`config.mk`:
```
export PLATFORM = sky130hd
export DESIGN_NAME = alu_seq_n
export DESIGN_NICKNAME = d
export VERILOG_FILES = /design/src/rtl/alu_pkg.sv /design/src/rtl/alu_core_n.sv /design/src/rtl/alu_seq_n.sv
export SDC_FILE = /design/constraint.sdc
export NUM_CORES = 1
export LEC_CHECK = 0
export CAP_MARGIN = 0
export CELL_PAD_IN_SITES_DETAIL_PLACEMENT = 0
export CELL_PAD_IN_SITES_GLOBAL_PLACEMENT = 1
export CORE_AREA = 2 2 92 94
export CTS_BUF_LIST = sky130_fd_sc_hd__clkbuf_2
export CTS_CLUSTER_SIZE = 28
export DETAILED_ROUTE_END_ITERATION = 8
export DIE_AREA = 0 0 94 96
export HOLD_SLACK_MARGIN = 0.08
export PLACE_DENSITY_LB_ADDON = 0.1
export SLEW_MARGIN = 20
export SYNTH_ARGS = -nofsm -noshare
export SYNTH_HDL_FRONTEND = slang
export SYNTH_SLANG_ARGS = --single-unit
```
`constraint.sdc`:
```
create_clock -name clk -period 3.35 [get_ports clk]
set_input_delay 0.67 -clock clk [delete_from_list [all_inputs] [get_ports clk]]
set_output_delay 0.67 -clock clk [all_outputs]
set_load 0.005 [all_outputs]
```
`src/rtl/alu_pkg.sv`:
```
// Shared opcode constants, FSM state encoding and opcode classification
// for the sequential ALU and its combinational core.
package alu_pkg;

   localparam logic [3:0] OP_ADD_C  = 4'b0000;
   localparam logic [3:0] OP_ADD    = 4'b0001;
   localparam logic [3:0] OP_SUB    = 4'b0010;
   localparam logic [3:0] OP_DEC_C  = 4'b0011;
   localparam logic [3:0] OP_AND    = 4'b0100;
   localparam logic [3:0] OP_OR     = 4'b0101;
   localparam logic [3:0] OP_XOR    = 4'b0110;
   localparam logic [3:0] OP_NOT    = 4'b0111;
   localparam logic [3:0] OP_SHR    = 4'b1000;
   localparam logic [3:0] OP_SHL    = 4'b1001;
   localparam logic [3:0] OP_ROR    = 4'b1010;
   localparam logic [3:0] OP_ROL    = 4'b1011;
   localparam logic [3:0] OP_ASR    = 4'b1100;
   localparam logic [3:0] OP_SHL0   = 4'b1101;
   localparam logic [3:0] OP_PASS_A = 4'b1110;
   localparam logic [3:0] OP_PASS_B = 4'b1111;

   typedef enum logic [1:0] {
      IDLE,
      EXEC,
      SHIFT,
      DONE
   } state_t;

   // Shift/rotate opcodes iterate one position per cycle; pass A/B share
   // the sel[3]=1 half of the map but complete in a single EXEC cycle.
   function automatic logic is_shift_op(input logic [3:0] sel);
      return sel[3] && (sel[3:1] != 3'b111);
   endfunction

endpackage

```
`src/rtl/alu_core_n.sv`:
```
// Combinational WIDTH-bit datapath: add/subtract family, bitwise logic,
// single-position shift/rotate and operand pass-through.
module alu_core_n
   import alu_pkg::*;
#(
   parameter int WIDTH = 8
) (
   input  logic [WIDTH-1:0] a,
   input  logic [WIDTH-1:0] b,
   input  logic             cin,
   input  logic [3:0]       sel,
   output logic [WIDTH-1:0] result,
   output logic             cout,
   output logic             ovf
);

   logic [WIDTH-1:0] addend;
   logic [WIDTH:0]   sum;
   logic             arith_ovf;

   // All four arithmetic ops are A + addend + cin with a different addend.
   always_comb begin
      addend = '0;
      case (sel[1:0])
         2'b00:   addend = '0;
         2'b01:   addend = b;
         2'b10:   addend = ~b;
         default: addend = '1;
      endcase
   end

   assign sum       = {1'b0, a} + {1'b0, addend} + {{WIDTH{1'b0}}, cin};
   assign arith_ovf = (a[WIDTH-1] == addend[WIDTH-1]) && (sum[WIDTH-1] != a[WIDTH-1]);

   always_comb begin
      result = '0;
      cout   = 1'b0;
      ovf    = 1'b0;
      case (sel)
         OP_ADD_C, OP_ADD, OP_SUB, OP_DEC_C: begin
            result = sum[WIDTH-1:0];
            cout   = sum[WIDTH];
            ovf    = arith_ovf;
         end
         OP_AND:  result = a & b;
         OP_OR:   result = a | b;
         OP_XOR:  result = a ^ b;
         OP_NOT:  result = ~a;
         OP_SHR: begin
            result = {cin, a[WIDTH-1:1]};
            cout   = a[0];
         end
         OP_SHL: begin
            result = {a[WIDTH-2:0], cin};
            cout   = a[WIDTH-1];
         end
         OP_ROR: begin
            result = {a[0], a[WIDTH-1:1]};
            cout   = a[0];
         end
         OP_ROL: begin
            result = {a[WIDTH-2:0], a[WIDTH-1]};
            cout   = a[WIDTH-1];
         end
         OP_ASR: begin
            result = {a[WIDTH-1], a[WIDTH-1:1]};
            cout   = a[0];
         end
         OP_SHL0: begin
            result = {a[WIDTH-2:0], 1'b0};
            cout   = a[WIDTH-1];
         end
         OP_PASS_A: result = a;
         default:   result = b;
      endcase
   end

endmodule

```
`src/rtl/alu_seq_n.sv`:
```
// Sequential ALU: captures a request, runs it through the core once (or once
// per shift position), then publishes result and flags with a done pulse.
module alu_seq_n
   import alu_pkg::*;
#(
   parameter  int WIDTH   = 8,
   localparam int SHAMT_W = $clog2(WIDTH)
) (
   input  logic               clk,
   input  logic               rst_n,
   input  logic               start,
   input  logic [WIDTH-1:0]   a,
   input  logic [WIDTH-1:0]   b,
   input  logic               cin,
   input  logic [3:0]         sel,
   input  logic [SHAMT_W-1:0] shamt,
   output logic [WIDTH-1:0]   result,
   output logic               cout,
   output logic               ovf,
   output logic               zero,
   output logic               busy,
   output logic               done
);

   state_t             state;
   logic [WIDTH-1:0]   work;
   logic [WIDTH-1:0]   op_b;
   logic               op_cin;
   logic [3:0]         op_sel;
   logic [SHAMT_W-1:0] count;
   logic               pend_cout;
   logic               pend_ovf;

   logic [WIDTH-1:0]   core_result;
   logic               core_cout;
   logic               core_ovf;

   // The working register doubles as operand A, so one core serves both the
   // single-cycle ops and every step of a multi-cycle shift.
   alu_core_n #(
      .WIDTH(WIDTH)
   ) u_core (
      .a      (work),
      .b      (op_b),
      .cin    (op_cin),
      .sel    (op_sel),
      .result (core_result),
      .cout   (core_cout),
      .ovf    (core_ovf)
   );

   // busy stays high through the done cycle, which is spent in IDLE, so a
   // start seen there is rejected by the busy check rather than by state.
   always_ff @(posedge clk or negedge rst_n) begin
      if (!rst_n) begin
         state     <= IDLE;
         work      <= '0;
         op_b      <= '0;
         op_cin    <= 1'b0;
         op_sel    <= '0;
         count     <= '0;
         pend_cout <= 1'b0;
         pend_ovf  <= 1'b0;
         result    <= '0;
         cout      <= 1'b0;
         ovf       <= 1'b0;
         zero      <= 1'b1;
         busy      <= 1'b0;
         done      <= 1'b0;
      end else begin
         done <= 1'b0;
         case (state)
            IDLE: begin
               if (busy) begin
                  busy <= 1'b0;
               end else if (start) begin
                  work      <= a;
                  op_b      <= b;
                  op_cin    <= cin;
                  op_sel    <= sel;
                  count     <= shamt;
                  pend_cout <= 1'b0;
                  pend_ovf  <= 1'b0;
                  busy      <= 1'b1;
                  state     <= is_shift_op(sel) ? SHIFT : EXEC;
               end
            end
            EXEC: begin
               work      <= core_result;
               pend_cout <= core_cout;
               pend_ovf  <= core_ovf;
               state     <= DONE;
            end
            SHIFT: begin
               // A zero distance still spends one cycle here and leaves A untouched.
               if (count == '0) begin
                  pend_cout <= 1'b0;
                  state     <= DONE;
               end else begin
                  work      <= core_result;
                  pend_cout <= core_cout;
                  count     <= count - SHAMT_W'(1);
                  if (count == SHAMT_W'(1)) begin
                     state <= DONE;
                  end
               end
            end
            DONE: begin
               result <= work;
               cout   <= pend_cout;
               ovf    <= pend_ovf;
               zero   <= (work == '0);
               done   <= 1'b1;
               state  <= IDLE;
            end
            default: state <= IDLE;
         endcase
      end
   end

endmodule

```
Word level (Yosys, flattened, before mapping)
Index checks and enable logic that the tools add are counted.
- input bits: 27
- register bits after elaboration: 41
- output and inout bits: 13
- word-level logic and storage cells: 95
- bitwise operators: 6
- reduce and logical (&&, ||, !) cells: 19
- add/sub/neg operators: 3
- eq/ne operators: 27
- multiplexer cells: 26
- operators with widths (cell ; count):
    $pmux W8 S12 ; 1
    $pmux W8 S3 ; 2
    $eq A4 B4 Y1 const B ; 7
    $mux W8 ; 3
    $eq A4 B3 Y1 const B ; 4
    $not A8 Y8 ; 2
    $reduce_and A3 Y1 ; 4
    $mux W2 ; 5
    $add A8 B8 Y9 ; 1
    $add A9 B1 Y9 ; 1
    $mux W3 ; 3
    $and A8 B8 Y8 ; 1
    $eq A4 B2 Y1 const B ; 2
    $logic_not A8 Y1 ; 1
    $or A8 B8 Y8 ; 1
    $pmux W2 S4 ; 1
    $reduce_and A4 Y1 ; 2
    $xor A8 B8 Y8 ; 1
    $mux W1 ; 7
    $eq A2 B2 Y1 const B ; 3
    $ne A2 B2 Y1 const B ; 3
    $ne A3 B3 Y1 const B ; 2
    $pmux W1 S3 ; 2
    $pmux W3 S2 ; 1
    16 further kinds ; 21

Logic depth before layout (Yosys ltp)
Gate-level depths: netlist of the first run.
- depth in word-level cells: 8
- depth in mapped cells: 13
- gate-level depth less buffers: 10

Cells and area by module
A second synthesis of the first run with hierarchy kept.
- cell total of the unflattened synthesis: 364
- area, all modules: 3354.5 um^2
- modules (own cells, without submodules) (module ; instances ; sequential area each (um^2) ; area an instance (um^2) ; cells an instance):
    alu_seq_n ; 1 ; 1027.2 ; 1874.3 ; 153
    alu_core_n ; 1 ; 0.0 ; 1480.2 ; 211

Least setup slack after synthesis of the first run
Ideal clock, no wire load.
- path type: flip-flop to flip-flop
- from: reg op_sel[0]
- to: reg work[7]
- buffers on the path: 3
- library setup time: 94 ps
- slack: 580 ps
- arrival: 2676 ps
- stages on the path, launching flop included: 13
- data required time: 3256 ps
- clock period less this slack: 2770 ps
- cells stage by stage: dfrtp_1 -> buf_4 -> buf_2 -> clkbuf_1 -> nand2_1 -> a21boi_0 -> inv_1 -> ha_1 -> a211oi_4 -> o21ai_1 -> a211o_1 -> a21o_1 -> a221oi_2
- word-level cells in the longest chain between the ends: 7
- elaborated cells on any way between the ends: 25
- those cells by class: 2 x add/sub; 16 x eq/ne; 4 x mux; 3 x reduce/logical
- RTL lines (element ; RTL line ; text):
    start: declaration ; alu_seq_n.sv:29 ; logic [3:0] op_sel;
    start signal: assignment ; alu_seq_n.sv:80 ; op_sel <= sel;
    $eq A2 B2 Y1 (tied with other cells) ; alu_core_n.sv:24 ; case (sel[1:0])
    $pmux W8 S3 ; alu_core_n.sv:24 ;
    $add A8 B8 Y9 ; alu_core_n.sv:32 ; assign sum = {1'b0, a} + {1'b0, addend} + {{WIDTH{1'b0}}, cin};
    $add A9 B1 Y9 ; alu_core_n.sv:32 ;
    $pmux W8 S12 (*) ; alu_core_n.sv:39 ; case (sel)
    $mux W8 ; alu_seq_n.sv:96 ; if (count == '0) begin
    $pmux W8 S3 (*) ; alu_seq_n.sv:72 ; case (state)
    end signal: assignment ; alu_seq_n.sv:89 ; work <= core_result;
    end signal: assignment ; alu_seq_n.sv:100 ; work <= core_result;
    end: declaration ; alu_seq_n.sv:26 ; logic [WIDTH-1:0] work;
Mark *: on every way between the ends. The rest lies on a longest branch, timed or not. The select of a mux whose other input is x is not followed.
A chain may end at the register's enable or synchronous reset.

Worst setup path in the final report of the first run
- from: reg op_sel[1]
- to: reg work[7]
The elaborated chain is that of the path after synthesis.

==> results.yml, run 1 <==
run_status:
  outcome: "finished clean"
synth:
  yosysSeqAreaShare_pct: 29.3
  syn-cell-area_mm2: 0.00350
  synth_top_family_by_area: "compound AO/OA/AOI/OAI gates"
  synthXorXnorAreaFrac_pct: 0.500
  yosys_warnings: 0
  synthAdderAreaFrac_pct: 11.9
  synth_cell_types: 77
  avgSynthCellArea_um2: 8.74
  synthSimpleGateAreaFrac_pct: 18.2
  syn_inst: 401
  synthArstFlopShare_pct: 100
  synth.mux.area_fraction_pct: 4.36
  synthesis.nets: 460
  synth_compound_area_share_pct: 28.4
  ys.flop_type: "dfrtp_1"
  synth-edff-count: 0
  ys_seq_elements: 41
timing:
  fin_setup_tns_ns: 0
  max-slew-margin-rel_pct: 56.6
  tightestPinTransition_ns: 0.650
  min_period_ns: 2.69
  fmax_ghz: 0.371
  setup_viol: 0
  rsz0062_at_grt: "no"
  fin_worst_skew_ns: 0.0253
  hold_violations: 0
  slew_violations: 0
  min_period_over_period_pct: 80.4
final_layout:
  final_util_pct: 50.2
  drive_above_1_share_pct: 12.5
  final_net_count: 490
  num_antenna_cells: 0
  final_area_mm2: 0.00404
  final_cells: 537
  syn_to_final_growth_pct: 15.4
clock_network:
  cts_buffer_depth: 2
  cts-root-buf: "clkbuf_2"
  cts_tree: "built"
  cts_sinks: 41
  cts_setup_buffers: 0
  cts-hold-fix-buffers: 0
  cts_resized: 0
  htreeDepth: 2
  numCtsBuffers: 5
  clkTransAtPathRegs_ns: 0.27
  clkLatencyLatePin_ns: 0.44
setup_path:
  crit_required_ns: 3.69
  crit_fanout: 11
  arrival_ns: 3.04
  timing.rr.end: "work[7]"
  worstReg2RegStart: "op_sel[1]"
  path_class: "flop to flop"
  r2r_slack_ns: 0.66
  end_kind: "flop"
  cp-start-kind: "flop"
  ff2ff_path_depth: 9
routing:
  ant_nets: 0
  dr.pass1.iters: 5
  vias: 3156
  wl_per_cell_um: 18.6
  drt-total-wl_um: 9970
  initialDrtViolationCount: 235
  drc: 0
  avgViaCountPerCell: 5.88
power:
  power.leakage_nw: 1.70
  ir_drop_mv: 0.470
  power_density_mw_per_mm2: 1210
grt:
  grt_max_degree: 42
  grt-busiest-layer: "met2"
  grt_usage_pct: 23.9
  antenna_found_initial: 0
  grt_util_met3_pct: 3.84
  grt_util_met2_pct: 37.8
  grt_first_pass_wirelength_um: 16500
  grt_use_met1_pct: 33.0
  grt_pass1_vias: 3147
  overflow: 0
min_path:
  hold_path.class: "primary input to asynchronous set/reset pin"
floorplan:
  die_x_um: 94
  io_pins: 40
  start_util_pct: 43.5
  rows: 33
  core-area_mm2: 0.00805
  die-height_um: 96
  die-area_mm2: 0.00902
placed_design:
  place_area_mm2: 0.00395
  dp_hpwl_um: 7060
  place_inst: 529
  gp_congestion: 0.874
  io_buffers: 39
run:
  maxCapViolCount: 0
## cells in the final DEF (no fill, tap or decap), types with 3 or more instances in the layout
cell type / instances
o221ai_1: 3
a21oi_1: 17
or3_1: 5
o21ai_0: 42
a211o_1: 3
clkdlybuf4s50_1: 38
a31oi_1: 7
ha_1: 30
o211ai_1: 4
a22oi_1: 3
nor2_1: 21
o21a_1: 6
inv_1: 31
a211oi_1: 5
nor2b_1: 7
o21ai_1: 4
nand2b_1: 4
buf_4: 9
nand2_1: 42
mux2_2: 10
o22ai_1: 6
nand3_1: 10
mux2i_1: 4
a21o_1: 3
dfrtp_1: 40
a21boi_0: 4
clkbuf_2: 5
## sequential cells by signal, summed over array words and instances (netlist names), 2 cells and up
signal	cells
result	8
op_sel	4
op_b	8
work	8
count	3
state	2
## synthesized netlist by cell type, types with 3 or more instances
master    instances  area share [%]
inv_1            31             3.3
a211oi_1          5             1.1
o211ai_1          4            0.86
nor2b_1           7             1.2
a21boi_0          4            0.86
dfrtp_1          40              29
o221ai_1          3            0.75
a22oi_1           3            0.64
a21oi_1          17             2.4
buf_4             3            0.64
clkbuf_1         10             1.1
a21o_1            3            0.64
o21ai_1           4            0.57
nor2_1           21             2.3
nand3_1          10             1.4
buf_6             3            0.96
a211o_1           3            0.75
ha_1             30              11
buf_2             8             1.1
or3_1             5            0.89
a31oi_1           7             1.2
o21ai_0          42             6.0
nand2_1          42             4.5
o22ai_1           6             1.1
o21a_1            6             1.3
mux2i_1           4             1.1
mux2_2           10             3.2
nand2b_1          4            0.71
## critical path, stage by stage (launching register included)
cell	delay [ns]
dfrtp_1	0.61
inv_1	0.09
buf_4	0.20
o21ai_0	0.21
ha_1	0.30
o21ai_1	0.30
o21ai_1	0.17
a211o_1	0.31
a21o_1	0.18
a221oi_2	0.23
## metal layers
| metal | routed length, µm | up-vias |
|---|---|---|
| met1 | 4700 | 1495 |
| met2 | 4450 | 116 |
| met5 | 0 | - |
| met3 | 530 | 29 |
| met4 | 291 | 0 |
| li1 | - | 1516 |
## area by class of cell
type                            count  area [µm²]
Clock buffer                        5        25.0
Tap cell                          105         131
Fill cell                         811        4010
Clock inverter                      3        68.8
Timing Repair Buffer               47         448
Multi-Input combinational cell    303        2220
Sequential cell                    41        1030
Inverter                           33         124
## power by group
part	internal (W)	total, W	switching [W]	leakage [nW]
Clock	0.000204	0.000402	0.000198	0.0536
Combinational	0.00149	0.00341	0.00192	1.15
Sequential	0.000738	0.00109	0.000353	0.493
## cell families (layout without fill, tap and decap cells)
kind of cell             count (synthesis)  in the layout
AND/OR/NAND/NOR                        118            118
flip-flops                              41             41
buffers and inverters                   57             88
AO/OA/AOI/OAI                          137            137
XOR/XNOR                                 2              2
adder cells (fa/ha/maj)                 32             32
multiplexers                            14             14
## worst max path at each step
| stage | start | to | slack [ns] | cells after the start |
|---|---|---|---|---|
| final | op_sel[1] | work[7] | 0.66 | 9 |
| after CTS | op_sel[1] | work[7] | 0.68 | 8 |
| after global placement | op_sel[0] | work[6] | 0.81 | 11 |
| after global routing | op_b[1] | work[7] | 0.40 | 9 |
| after detailed placement | op_sel[0] | work[6] | 0.78 | 11 |
| after floorplan | op_sel[0] | work[7] | 0.58 | 12 |
## through the flow
step           setup slack, ns  total power, W  hold WS [ns]
2_1_floorplan            0.580         0.00356         0.374
3_3_place_gp             0.811         0.00447         0.463
3_5_place_dp             0.779         0.00444         0.472
4_1_cts                  0.679         0.00488         0.363
5_1_grt                  0.402         0.00538         0.182
6_report                 0.656         0.00491         0.170
Power figures use the tool's default switching activity.
==> inputs of run 2 (changes only) <==
==> constraint.sdc (replaced) <==
create_clock -name clk -period 2.8 [get_ports clk]
set_input_delay 0.56 -clock clk [delete_from_list [all_inputs] [get_ports clk]]
set_output_delay 0.56 -clock clk [all_outputs]
set_load 0.005 [all_outputs]
==> results.yml, run 2 (synthesis results as in run 1) <==
run_status:
  outcome: "finished clean"
power:
  combPwrFrac_pct: 71.1
  swShare_pct: 50.7
  switchingPower_w: 0.00297
  p_seq_share_pct: 22.4
  power_density_mw_per_mm2: 1440
  ir_drop_mv: 0.655
  internal_power_w: 0.00288
  power.leakage_nw: 1.71
  clkPwrFrac_pct: 6.6
setup_path:
  worstReg2RegStart: "op_b[1]"
  cp-start-kind: "flop"
  end_kind: "flop"
  crit_required_ns: 3.15
  slowest_delay_ns: 0.46
  timing.rr.end: "work[7]"
  path_class: "flop to flop"
  ff2ff_path_depth: 9
  r2r_slack_ns: 0.29
  arrival_ns: 2.86
  crit_slowest_cell: "dfrtp_1"
  crit_fanout: 5
  cp_cell_sequence: "inv_1, a21boi_1, inv_1, ha_1, a211oi_4, o21ai_1, a211o_1, a21o_1, a221oi_2"
  path_common_cell: "inv_1"
routing:
  drc: 0
  ant_nets: 0
  initialDrtViolationCount: 193
  wl_per_cell_um: 18.6
  wl_met3_um: 551
  route.met2.wl_um: 4770
  avgViaCountPerCell: 5.83
  drt-total-wl_um: 10100
  dr.pass1.iters: 5
  top_layer_used: "met4"
  vias: 3160
  drt-met1-wl_um: 4700
timing:
  rsz0062_at_grt: "no"
  min_period_ns: 2.51
  hold_violations: 0
  setup_viol: 0
  hold_ws_ns: 0.233
  slew_violations: 0
  fin_setup_tns_ns: 0
  max-slew-margin-rel_pct: 34.5
  min_period_over_period_pct: 89.7
  tightestPinTransition_ns: 0.983
  fmax_ghz: 0.398
  fin_worst_skew_ns: 0.0219
clock_network:
  numCtsBuffers: 5
  cts_buffer_depth: 2
  htreeDepth: 2
  cts_sinks: 41
  clkLatencyLatePin_ns: 0.44
  clkTransAtPathRegs_ns: 0.26
  cts_tree: "built"
  cts-hold-fix-buffers: 0
  cts-root-buf: "clkbuf_2"
floorplan:
  core-area_mm2: 0.00805
  start_util_pct: 43.5
  io_pins: 40
  die_x_um: 94
  die-area_mm2: 0.00902
  die-height_um: 96
  rows: 33
placed_design:
  io_buffers: 39
  dp_hpwl_um: 7180
  gp_congestion: 0.866
grt:
  grt_usage_pct: 23.6
  grt_first_pass_wirelength_um: 16200
  antenna_found_initial: 0
  grt_max_degree: 42
  overflow: 0
  grt_pass1_vias: 2913
final_layout:
  final_net_count: 495
  syn_to_final_growth_pct: 15.7
  most-common-layout-cells: "nand2_1, o21ai_0, dfrtp_1"
  num_antenna_cells: 0
  drive_above_1_share_pct: 13.5
  top_regs: "op_b x8, result x8, work x8"
min_path:
  hold_path.class: "primary input to asynchronous set/reset pin"
run:
  maxCapViolCount: 0
-- run 2: cell type report --
type | instances | area [µm²]
Sequential cell | 41 | 1030
Clock buffer | 5 | 25.0
Multi-Input combinational cell | 303 | 2220
Inverter | 33 | 124
Clock inverter | 3 | 43.8
Tap cell | 105 | 131
Timing Repair Buffer | 52 | 483
Fill cell | 807 | 4000
-- run 2: worst max path at each step --
stage | start | end | slack (ns) | cells after the start
2_1_floorplan | op_sel[0] | work[7] | 0.03 | 12
3_3_place_gp | op_b[1] | work[7] | 0.34 | 9
3_5_place_dp | op_b[1] | work[7] | 0.25 | 9
4_1_cts | op_b[1] | work[7] | 0.16 | 9
5_1_grt | op_sel[1] | work[6] | 0.07 | 10
6_report | op_b[1] | work[7] | 0.29 | 9
-- run 2: metrics by stage --
step / power (W) / util [%] / instance area (µm²) / cells / setup slack, ns
2_1_floorplan: 0.00426 / - / 3500 / 401 / 0.0303
3_3_place_gp: 0.00543 / 49.5 / 3980 / 534 / 0.337
3_5_place_dp: 0.00543 / 49.5 / 3980 / 534 / 0.245
4_1_cts: 0.00584 / 50.3 / 4050 / 542 / 0.164
5_1_grt: 0.00642 / 50.3 / 4050 / 542 / 0.0735
6_report: 0.00585 / 50.3 / 4050 / 542 / 0.289
-- run 2: critical path, delay by kind of cell, from the launching register on --
kind	cells	cell delay [ns]
DFF	1	0.46
buffers and inverters	2	0.17
AOI/OAI and AO/OA	6	1.47
adders and majority gates	1	0.33
-- run 2: repair_timing --
action | in CTS | in global routing
resized for setup | 0 | 1
setup buffers | 0 | 0
endpoints found under the setup margin | 0 | 1
-- run 2: routing by layer --
metal  track usage (%)  up-vias
met4              3.62        0
li1                  -     1534
met3              3.05        9
met1              34.2     1508
met2              38.5      109
met5                 0        -
-- run 2: power by group through the flow --
stage	clock network, W	logic, W	registers [W]
6_report	0.000385	0.00416	0.00131
3_5_place_dp	0	0.00411	0.00132
2_1_floorplan	0	0.00313	0.00113
5_1_grt	0.000423	0.00464	0.00136
4_1_cts	0.000403	0.00413	0.00130
3_3_place_gp	0	0.00411	0.00132
